[src/rtl/hazard_unit.sv]
// Pipeline hazard controller: computes stall, flush and PC-enable controls for the
// 5-stage pipeline, plus a saturating stall-cycle counter and a data-wait watchdog.
module hazard_unit #(
    parameter int CNT_W     = 16,
    parameter int DWAIT_MAX = 64
) (
    input  logic             CLK,
    input  logic             RST,
    input  logic [31:0]      imemload_id,
    input  logic [31:0]      imemload_exe,
    input  logic             WEN_exe,
    input  logic             dREN_mem,
    input  logic             dWEN_mem,
    input  logic             dhit,
    input  logic             ihit,
    input  logic             branch_taken_exe,
    input  logic             halt_wb,
    output logic             pc_en,
    output logic             en_if_id,
    output logic             en_id_ex,
    output logic             en_ex_mem,
    output logic             en_mem_wb,
    output logic             flush_if_id,
    output logic             flush_id_ex,
    output logic             halted,
    output logic             mem_timeout,
    output logic [CNT_W-1:0] stall_count
);
    typedef enum logic [1:0] {RUN, DWAIT, LU_STALL, HALT} state_t;

    localparam int WC_W = $clog2(DWAIT_MAX + 1);

    state_t          state, next_state;
    logic [WC_W-1:0] wait_cnt;

    logic [6:0] opcode_id, opcode_exe;
    logic [4:0] rs1_id, rs2_id, rd_exe;
    logic       uses_rs1, uses_rs2, load_use, dfreeze;

    assign opcode_id  = imemload_id[6:0];
    assign opcode_exe = imemload_exe[6:0];
    assign rs1_id     = imemload_id[19:15];
    assign rs2_id     = imemload_id[24:20];
    assign rd_exe     = imemload_exe[11:7];

    assign uses_rs1 = !(opcode_id == 7'b0110111 || opcode_id == 7'b0010111 ||
                        opcode_id == 7'b1101111);
    assign uses_rs2 = (opcode_id == 7'b0110011 || opcode_id == 7'b0100011 ||
                       opcode_id == 7'b1100011);

    assign load_use = (opcode_exe == 7'b0000011) && WEN_exe && (rd_exe != 5'd0) &&
                      ((uses_rs1 && rs1_id == rd_exe) || (uses_rs2 && rs2_id == rd_exe));
    assign dfreeze  = (dREN_mem || dWEN_mem) && !dhit;

    assign halted = (state == HALT);

    always_comb begin
        pc_en       = 1'b1;
        en_if_id    = 1'b1;
        en_id_ex    = 1'b1;
        en_ex_mem   = 1'b1;
        en_mem_wb   = 1'b1;
        flush_if_id = 1'b0;
        flush_id_ex = 1'b0;
        next_state  = RUN;
        if (state == HALT || halt_wb) begin
            {pc_en, en_if_id, en_id_ex, en_ex_mem, en_mem_wb} = '0;
            next_state = HALT;
        end else if (dfreeze) begin
            // Freeze dominates a pending branch; it stays in EX until unfrozen.
            {pc_en, en_if_id, en_id_ex, en_ex_mem, en_mem_wb} = '0;
            next_state = DWAIT;
        end else if (branch_taken_exe) begin
            flush_if_id = 1'b1;
            flush_id_ex = 1'b1;
        end else if (load_use) begin
            pc_en       = 1'b0;
            en_if_id    = 1'b0;
            flush_id_ex = 1'b1;
            next_state  = LU_STALL;
        end else if (!ihit) begin
            pc_en       = 1'b0;
            flush_if_id = 1'b1;
        end
    end

    always_ff @(posedge CLK) begin
        if (RST) begin
            state       <= RUN;
            wait_cnt    <= '0;
            mem_timeout <= 1'b0;
            stall_count <= '0;
        end else begin
            state <= next_state;
            if (next_state == DWAIT) begin
                if (wait_cnt != WC_W'(DWAIT_MAX)) wait_cnt <= wait_cnt + 1'b1;
                if (wait_cnt >= WC_W'(DWAIT_MAX - 1)) mem_timeout <= 1'b1;
            end else begin
                wait_cnt <= '0;
            end
            if (!pc_en && state != HALT && stall_count != '1)
                stall_count <= stall_count + 1'b1;
        end
    end
endmodule

[config.mk]
export PLATFORM = sky130hd
export DESIGN_NAME = hazard_unit
export DESIGN_NICKNAME = d
export VERILOG_FILES = /design/src/rtl/hazard_unit.sv
export SDC_FILE = /design/constraint.sdc
export NUM_CORES = 1
export LEC_CHECK = 0
export CAP_MARGIN = 10
export CELL_PAD_IN_SITES_DETAIL_PLACEMENT = 0
export CELL_PAD_IN_SITES_GLOBAL_PLACEMENT = 1
export CORE_ASPECT_RATIO = 1.1
export CORE_MARGIN = 2
export CORE_UTILIZATION = 25
export DETAILED_ROUTE_END_ITERATION = 16
export PLACE_DENSITY_LB_ADDON = 0.3
export SLEW_MARGIN = 20
export SYNTH_ARGS = -nofsm -noshare
export SYNTH_HDL_FRONTEND = slang
export SYNTH_SLANG_ARGS = --single-unit
[constraint.sdc]
create_clock -name CLK -period 2.7 [get_ports CLK]
set_input_delay 0.675 -clock CLK [delete_from_list [all_inputs] [get_ports CLK]]
set_output_delay 0.675 -clock CLK [all_outputs]
set_load 0.005 [all_outputs]
==> reports/summary.log, run 1 <==
INFO  layout         antenna-diode-count=0
INFO  cts            clk_root_buffer_cell=sky130_fd_sc_hd__clkbuf_8
INFO  detailed_routing routed_wire_length_per_instance=12.3um
INFO  synthesis      synth.net_count=271
INFO  synthesis      synth_enable_flop_cells=0
INFO  synthesis      synth_top_flop_cell=sky130_fd_sc_hd__dfxtp_1
INFO  worst_setup_path timing.critical_path.to_type=output pin
INFO  timing         max_slew.worst_pin.slew=0.557ns
INFO  layout         layout-drive-gt1-share=23.0%
INFO  grt            globalRouteOverflowTotal=0
INFO  power          total_leakage_power=0.00102uW
INFO  timing         post-route-period-util=103%
INFO  worst_setup_path maximum_fanout_along_the_worst_path=3
INFO  grt            met2_usage=23.3%
INFO  synthesis      syn_area=0.00160sqmm
INFO  synthesis      yosysTopAreaCellShare=32.6%
INFO  cts            clock_tree.htree_level_count=1
INFO  placement      dpl.hpwl=3.30mm
INFO  detailed_routing drt_first_iter_violations=65
INFO  synthesis      synth_area_per_cell=8.19squm
INFO  power          power_density=321mW/mm^2
INFO  floorplanning  row_count=30
INFO  floorplanning  floorplan.initialDensity=25.8%
INFO  cts            cts_max_path_buffers=2
INFO  job            max_cap_violations=0
INFO  detailed_routing ant_nets=0
INFO  layout         final_nets=352
INFO  synthesis      yosys.cell_count.top_type=sky130_fd_sc_hd__dfxtp_1
INFO  floorplanning  die-width=80.2um
INFO  layout         fillCellCount=633
INFO  timing         finalMaxSlewViolations=0
INFO  floorplanning  die_area=0.00705sqmm
INFO  power          worst_ir_drop_vdd=198uV
INFO  grt            global_route.usage.met3=2.47%
INFO  layout         finalCoreUtilization=40.3%
INFO  timing         timing.final.crit_period=2.78ns
INFO  timing         report.final.setup_viol=2
INFO  timing         rsz0062_at_grt=true
INFO  grt            grt_antenna_before_repair=0
INFO  detailed_routing post-route-drc-count=0
INFO  cts            clock_sink_count=26
INFO  timing         max_clock_freq=0.359GHz
INFO  worst_setup_path critical_path_arrival=2.11ns
INFO  detailed_routing drt-vias-per-instance=4.66
INFO  grt            grt_max_degree=32
INFO  floorplanning  boundaryPins=98
INFO  synthesis      asyncSetResetFlopFracSynth=0%
INFO  worst_setup_path timing_worst_setup_path_type=in -> out
INFO  grt            grt.met1_usage=17.2%
INFO  timing         worst_hold_slack=0.487ns
INFO  worst_setup_path timing.critical_path.required=2.03ns
INFO  cts            cts_tree=done
INFO  synthesis      yosys_warnings=0
INFO  layout         syn2layout_area_growth=56.3%
INFO  synthesis      post-synth-top-area-cell=sky130_fd_sc_hd__dfxtp_1
INFO  synthesis      synth.cells.most_frequent=26 x sky130_fd_sc_hd__dfxtp_1, 23 x sky130_fd_sc_hd__nor2_1, 13 x sky130_fd_sc_hd__nand2_1
INFO  timing         setup_slack=-0.0832ns
INFO  grt            wire_length_of_the_first_global_routing_pass=7.58mm
INFO  detailed_routing dr.pass1.iters=4
INFO  cts            cts_inserted_buffers=3
INFO  grt            number_of_global_route_vias_before_repair=1,667
INFO  floorplanning  die_height=87.8um
INFO  cts            clk_pin_slew=0.09ns
INFO  synthesis      ys_seq_area_share=32.6%
INFO  detailed_routing route.vias.total=1,650
INFO  detailed_routing drt-total-wl=4.34mm
INFO  timing         timing.max_slew.rel_slack=62.6%
INFO  placement      place.port_buffers=62
INFO  cts            cts-hold-fix-buffers=0
INFO  run_status     violations_in_the_final_reports=negative setup slack
INFO  synthesis      synth.area.top_cells=sky130_fd_sc_hd__dfxtp_1 33%, sky130_fd_sc_hd__nor2_1 5.4%, sky130_fd_sc_hd__mux2_1 4.9%
INFO  floorplanning  design.core.area=0.00619sqmm
INFO  timing         finalHoldViolations=0
INFO  timing         skew=0.00660ns
INFO  placement      place_congestion=0.770
INFO  synthesis      synth_cell_types=41
INFO  synthesis      synthesis.instances=195
INFO  cts            clock_insertion_delay_worst_skew=0.27ns
INFO  synthesis      synth-seq-cells=26
INFO  run_status     outcome=finished with violations
INFO  worst_setup_path startpoint_type=primary input
INFO  grt            groute.usage.overall=13.3%
INFO  grt            top_usage_layer=met2
INFO  hold_path      hold_path_class=reg -> reg
## flip-flops by register name, summed over array words and instances, names as in the netlist
register,flops
mem_timeout,1
stall_count,16
state,2
wait_cnt,7
## critical path, stage by stage
cell and delay (ns):
sky130_fd_sc_hd__buf_6 0.09, sky130_fd_sc_hd__or4_4 0.53, sky130_fd_sc_hd__a211oi_4 0.20, sky130_fd_sc_hd__o21a_1 0.19, sky130_fd_sc_hd__buf_4 0.12, sky130_fd_sc_hd__nor2_2 0.02
sky130_fd_sc_hd__o21a_1 0.15, sky130_fd_sc_hd__buf_2 0.12
## final timing paths
check	to	slack, ns	startpoint	cells after the start
max	flush_if_id	-0.08	imemload_exe[5]	8
min reg2reg	mem_timeout$_SDFFE_PP0P_	0.49	mem_timeout$_SDFFE_PP0P_	2
min	mem_timeout$_SDFFE_PP0P_	0.49	mem_timeout$_SDFFE_PP0P_	2
max reg2reg	stall_count[5]$_SDFFE_PP0P_	0.56	stall_count[0]$_SDFFE_PP0P_	8
## logic make-up (layout without fill, tap and decap cells)
group           count (synthesis)  in the layout  share of synthesized area [%]
compound gates                 30             30                           13.7
flops                          26             26                           32.6
simple gates                   98             98                           33.2
xor+xnor                       16             16                           8.77
mux                             7              7                           4.93
buf+inv                        15             94                           4.46
fa+ha+maj                       3              3                           2.35
## power by group
group	switching (uW)	internal [uW]
clock network	122	100
registers	8.38	390
logic	81.0	98.8
total	212	589
## layer usage
metal | vias up | part of all wire [%]
met5 | - | 0
li1 | 844 | -
met3 | 6 | 3.3
met2 | 35 | 52
met4 | 0 | 1.0
met1 | 765 | 43
## cell usage in the layout, fill, tap and decap left out, types with 2 or more instances in the layout
| cell type | Yosys | final |
|---|---|---|
| sky130_fd_sc_hd__buf_6 | 1 | 3 |
| sky130_fd_sc_hd__clkdlybuf4s50_1 | 0 | 25 |
| sky130_fd_sc_hd__nor2_1 | 23 | 21 |
| sky130_fd_sc_hd__nor4_4 | 0 | 2 |
| sky130_fd_sc_hd__nor4_2 | 2 | 2 |
| sky130_fd_sc_hd__buf_2 | 0 | 12 |
| sky130_fd_sc_hd__inv_1 | 7 | 7 |
| sky130_fd_sc_hd__xor2_2 | 0 | 3 |
| sky130_fd_sc_hd__buf_4 | 2 | 21 |
| sky130_fd_sc_hd__dfxtp_1 | 26 | 26 |
| sky130_fd_sc_hd__nor3_1 | 6 | 6 |
| sky130_fd_sc_hd__o21ai_1 | 7 | 7 |
| sky130_fd_sc_hd__mux2_1 | 7 | 7 |
| sky130_fd_sc_hd__nor2b_1 | 11 | 11 |
| sky130_fd_sc_hd__xor2_1 | 8 | 5 |
| sky130_fd_sc_hd__or4_1 | 4 | 4 |
| sky130_fd_sc_hd__ha_1 | 3 | 3 |
| sky130_fd_sc_hd__or3_1 | 4 | 4 |
| sky130_fd_sc_hd__dlygate4sd2_1 | 0 | 7 |
| sky130_fd_sc_hd__nand3_1 | 11 | 10 |
| sky130_fd_sc_hd__clkdlybuf4s15_1 | 0 | 7 |
| sky130_fd_sc_hd__nor2_2 | 0 | 2 |
| sky130_fd_sc_hd__and3_1 | 6 | 6 |
| sky130_fd_sc_hd__nand4_1 | 7 | 7 |
| sky130_fd_sc_hd__dlymetal6s2s_1 | 0 | 4 |
| sky130_fd_sc_hd__o21a_1 | 3 | 3 |
| sky130_fd_sc_hd__nand2_1 | 13 | 13 |
| sky130_fd_sc_hd__and2_4 | 0 | 2 |
| sky130_fd_sc_hd__clkbuf_8 | 0 | 3 |
| sky130_fd_sc_hd__clkbuf_2 | 0 | 5 |
| sky130_fd_sc_hd__xnor2_1 | 8 | 8 |
| sky130_fd_sc_hd__a21oi_1 | 8 | 7 |
## per-stage QoR
stage                     setup slack, ns  std cells  power [uW]  area (sq um)  TNS [ns]
after floorplan                     0.164        195         481          1600         0
after global placement             -0.668        346         589          2400     -9.29
after detailed placement           -0.684        346         590          2400     -9.28
after CTS                          -0.156        354         809          2460    -0.265
after global routing               -0.132        354         845          2500    -0.267
final                             -0.0832        354         801          2500   -0.0954
## layout make-up
| cell class | instances | area [sq um] | share of cell area [%] |
|---|---|---|---|
| clock buffers | 3 | 41.3 | 1.65 |
| inverters | 7 | 26.3 | 1.05 |
| multi-input cells | 154 | 1100 | 44.1 |
| flip-flops and latches | 26 | 520 | 20.8 |
| well taps | 80 | 100 | 4.01 |
| repair buffers | 84 | 708 | 28.4 |
## timing repair
item | 4_1_cts | 5_1_grt
buffers inserted | 6 | 1
endpoints found under the setup margin | 21 | 10
gates resized for setup | 86 | 25
pin swaps | 23 | 15
Power figures use the tool's default switching activity.
==> run 2, diff against run 1 <==
--- a/config.mk
+++ b/config.mk
@@ -12,7 +12,9 @@
 export CORE_MARGIN = 2
 export CORE_UTILIZATION = 25
 export DETAILED_ROUTE_END_ITERATION = 16
+export GPL_ROUTABILITY_DRIVEN = 0
 export PLACE_DENSITY_LB_ADDON = 0.3
+export REMOVE_ABC_BUFFERS = 1
 export SLEW_MARGIN = 20
 export SYNTH_ARGS = -nofsm -noshare
 export SYNTH_HDL_FRONTEND = slang
==> run 2 against run 1 <==
  * The run still ends with negative setup slack left
  * Hold slack is essentially flat
  * Non-clock buffer count grew 4
  * Final cell count up 1.4%
  * Routed wire length is 0.62% higher
  * Via count grew 1.3%
  * Count of clock-buffer cells in the layout unchanged
  * Global-route usage shrank 0.80 points
  * Critical endpoint unchanged
  * Largest cell class unchanged
==> reports/summary.log, run 2 (synthesized netlist as in run 1, its figures left out) <==
INFO  worst_setup_path crit_end=flush_if_id
INFO  floorplanning  die_area=0.00705sqmm
INFO  layout         antenna-diode-count=0
INFO  timing         max_slew.worst_pin.slew=0.568ns
INFO  worst_setup_path timing_worst_setup_path_type=in -> out
INFO  timing         finalMaxSlewViolations=0
INFO  floorplanning  die-width=80.2um
INFO  layout         final_common_cell=sky130_fd_sc_hd__dfxtp_1
INFO  floorplanning  row_count=30
INFO  grt            globalRouteOverflowTotal=0
INFO  worst_setup_path critical_path_arrival=2.14ns
INFO  layout         layout-drive-gt1-share=21.1%
INFO  layout         max_ffs_per_register=16
INFO  cts            cts_max_path_buffers=2
INFO  timing         report.final.setup_viol=7
INFO  detailed_routing route.vias.total=1,671
INFO  cts            cts-hold-fix-buffers=0
INFO  placement      dp.cells=344
INFO  grt            wire_length_of_the_first_global_routing_pass=7.05mm
INFO  timing         skew=0.00135ns
INFO  detailed_routing drt-vias-per-instance=4.65
INFO  grt            number_of_global_route_vias_before_repair=1,509
INFO  worst_setup_path timing.critical_path.to_type=output pin
INFO  timing         finalHoldViolations=0
INFO  power          worst_ir_drop_vdd=234uV
INFO  power          p_comb_share=19.6%
INFO  placement      dpl.hpwl=3.36mm
INFO  floorplanning  boundaryPins=98
INFO  detailed_routing top_layer_used=met4
INFO  cts            cts_tree=done
INFO  layout         top_regs=stall_count: 16 flops, wait_cnt: 7 flops, state: 2 flops
INFO  cts            clock_sink_count=26
INFO  worst_setup_path timing.critical_path.required=2.03ns
INFO  layout         finalCoreUtilization=41.5%
INFO  worst_setup_path worst_r2r_path_depth=8
INFO  cts            clock_insertion_delay_worst_skew=0.27ns
INFO  detailed_routing dr.pass1.iters=4
INFO  cts            cts_inserted_buffers=3
INFO  cts            clock_tree.htree_level_count=1
INFO  detailed_routing met2RoutedLength=2.30mm
INFO  grt            grt_antenna_before_repair=0
INFO  timing         post-route-period-util=104%
INFO  job            max_cap_violations=0
INFO  detailed_routing wirelength_met1=1.93mm
INFO  detailed_routing post-route-drc-count=0
INFO  detailed_routing ant_nets=0
INFO  layout         final_nets=356
INFO  worst_setup_path timing.rr.end=stall_count[7]$_SDFFE_PP0P_
INFO  layout         final_cell_mix=26 x sky130_fd_sc_hd__dfxtp_1, 25 x sky130_fd_sc_hd__clkdlybuf4s50_1, 23 x sky130_fd_sc_hd__buf_4
INFO  detailed_routing drt-total-wl=4.36mm
INFO  placement      place.port_buffers=62
INFO  power          total_leakage_power=0.00106uW
INFO  worst_setup_path reg2reg_from=stall_count[0]$_SDFFE_PP0P_
INFO  placement      pre_cts_slack=-0.735ns
INFO  cts            clk_root_buffer_cell=sky130_fd_sc_hd__clkbuf_8
INFO  worst_setup_path maximum_fanout_along_the_worst_path=3
INFO  timing         rsz0062_at_grt=true
INFO  timing         setup_slack=-0.113ns
INFO  worst_setup_path setup.worst_path.start=imemload_id[3]
INFO  layout         top_reg_by_flops=stall_count
INFO  timing         max_clock_freq=0.356GHz
INFO  power          fraction_of_power_consumed_by_the_clock_network=36.0%
INFO  layout         syn2layout_area_growth=60.8%
INFO  run_status     violations_in_the_final_reports=negative setup slack
INFO  timing         timing.final.crit_period=2.81ns
INFO  detailed_routing drt_first_iter_violations=54
INFO  timing         timing.max_slew.rel_slack=61.9%
INFO  grt            groute.usage.overall=12.5%
INFO  power          finalPower=897uW
INFO  detailed_routing routed_wire_length_per_instance=12.2um
INFO  floorplanning  die_height=87.8um
INFO  power          power.share.switching=23.3%
INFO  hold_path      hold_path_class=reg -> reg
INFO  power          power_density=349mW/mm^2
INFO  grt            grt_max_degree=32
INFO  run_status     outcome=finished with violations
INFO  worst_setup_path startpoint_type=primary input
INFO  power          switching_power_of_the_nets=209uW
INFO  power          internal_power=687uW
INFO  layout         instances_no_fill=359
INFO  detailed_routing met3_length=119um
INFO  cts            clk_pin_slew=0.09ns
INFO  power          power_frac_seq=44.4%
INFO  worst_setup_path regToRegSetupSlack=0.31ns
INFO  floorplanning  floorplan.initialDensity=25.8%
INFO  floorplanning  design.core.area=0.00619sqmm
run 2: per-layer routing:
layer | up-vias | GRT usage [%]
li1 | 861 | -
met4 | 0 | 1.85
met2 | 24 | 23.9
met3 | 2 | 2.27
met1 | 784 | 14.8
met5 | - | 0
run 2: worst max-delay path, cell delays in order:
cell and delay, ns:
sky130_fd_sc_hd__buf_2 0.12, sky130_fd_sc_hd__and3_4 0.14, sky130_fd_sc_hd__o2111a_1 0.26, sky130_fd_sc_hd__nor4_4 0.29, sky130_fd_sc_hd__o21a_1 0.23, sky130_fd_sc_hd__buf_6 0.12
sky130_fd_sc_hd__nor2_2 0.03, sky130_fd_sc_hd__o21a_1 0.15, sky130_fd_sc_hd__buf_2 0.12
run 2: repair_timing:
action,4_1_cts,5_1_grt
gates resized for setup,80,16
pin swaps,22,12
endpoints found under the setup margin,22,8
setup buffers,10,2
run 2: power by group through the flow:
stage               Combinational (uW)  Sequential [uW]  Clock (uW)
floorplan                         62.3              406           0
global placement                   181              407           0
detailed placement                 180              407           0
CTS                                173              398         334
global route                       194              400         351
finish                             176              398         322
run 2: cell type report:
| type | instances | area, sq um |
|---|---|---|
| fill | 658 | 3620 |
| clock inverter | 1 | 30.0 |
| timing repair buffer | 88 | 777 |
| inverter | 7 | 26.3 |
| sequential | 26 | 520 |
| tap | 80 | 100 |
| multi-input combinational | 154 | 1070 |
| clock buffer | 3 | 41.3 |
run 2: worst min path at each step:
stage	startpoint	end	slack, ns	cells past startpoint
2_1_floorplan	mem_timeout$_SDFFE_PP0P_	mem_timeout$_SDFFE_PP0P_	0.47	2
3_3_place_gp	mem_timeout$_SDFFE_PP0P_	mem_timeout$_SDFFE_PP0P_	0.47	2
3_5_place_dp	mem_timeout$_SDFFE_PP0P_	mem_timeout$_SDFFE_PP0P_	0.47	2
4_1_cts	mem_timeout$_SDFFE_PP0P_	mem_timeout$_SDFFE_PP0P_	0.49	2
5_1_grt	mem_timeout$_SDFFE_PP0P_	mem_timeout$_SDFFE_PP0P_	0.52	2
6_report	mem_timeout$_SDFFE_PP0P_	mem_timeout$_SDFFE_PP0P_	0.49	2
run 2: metrics by stage:
step                      TNS [ns]  cell area (sq um)  hold WS (ns)
after floorplan           -0.00203               1550         0.465
after global placement      -10.13               2390         0.467
after detailed placement    -10.20               2390         0.473
after CTS                   -0.341               2510         0.492
after global routing        -0.980               2570         0.517
final                       -0.399               2570         0.487
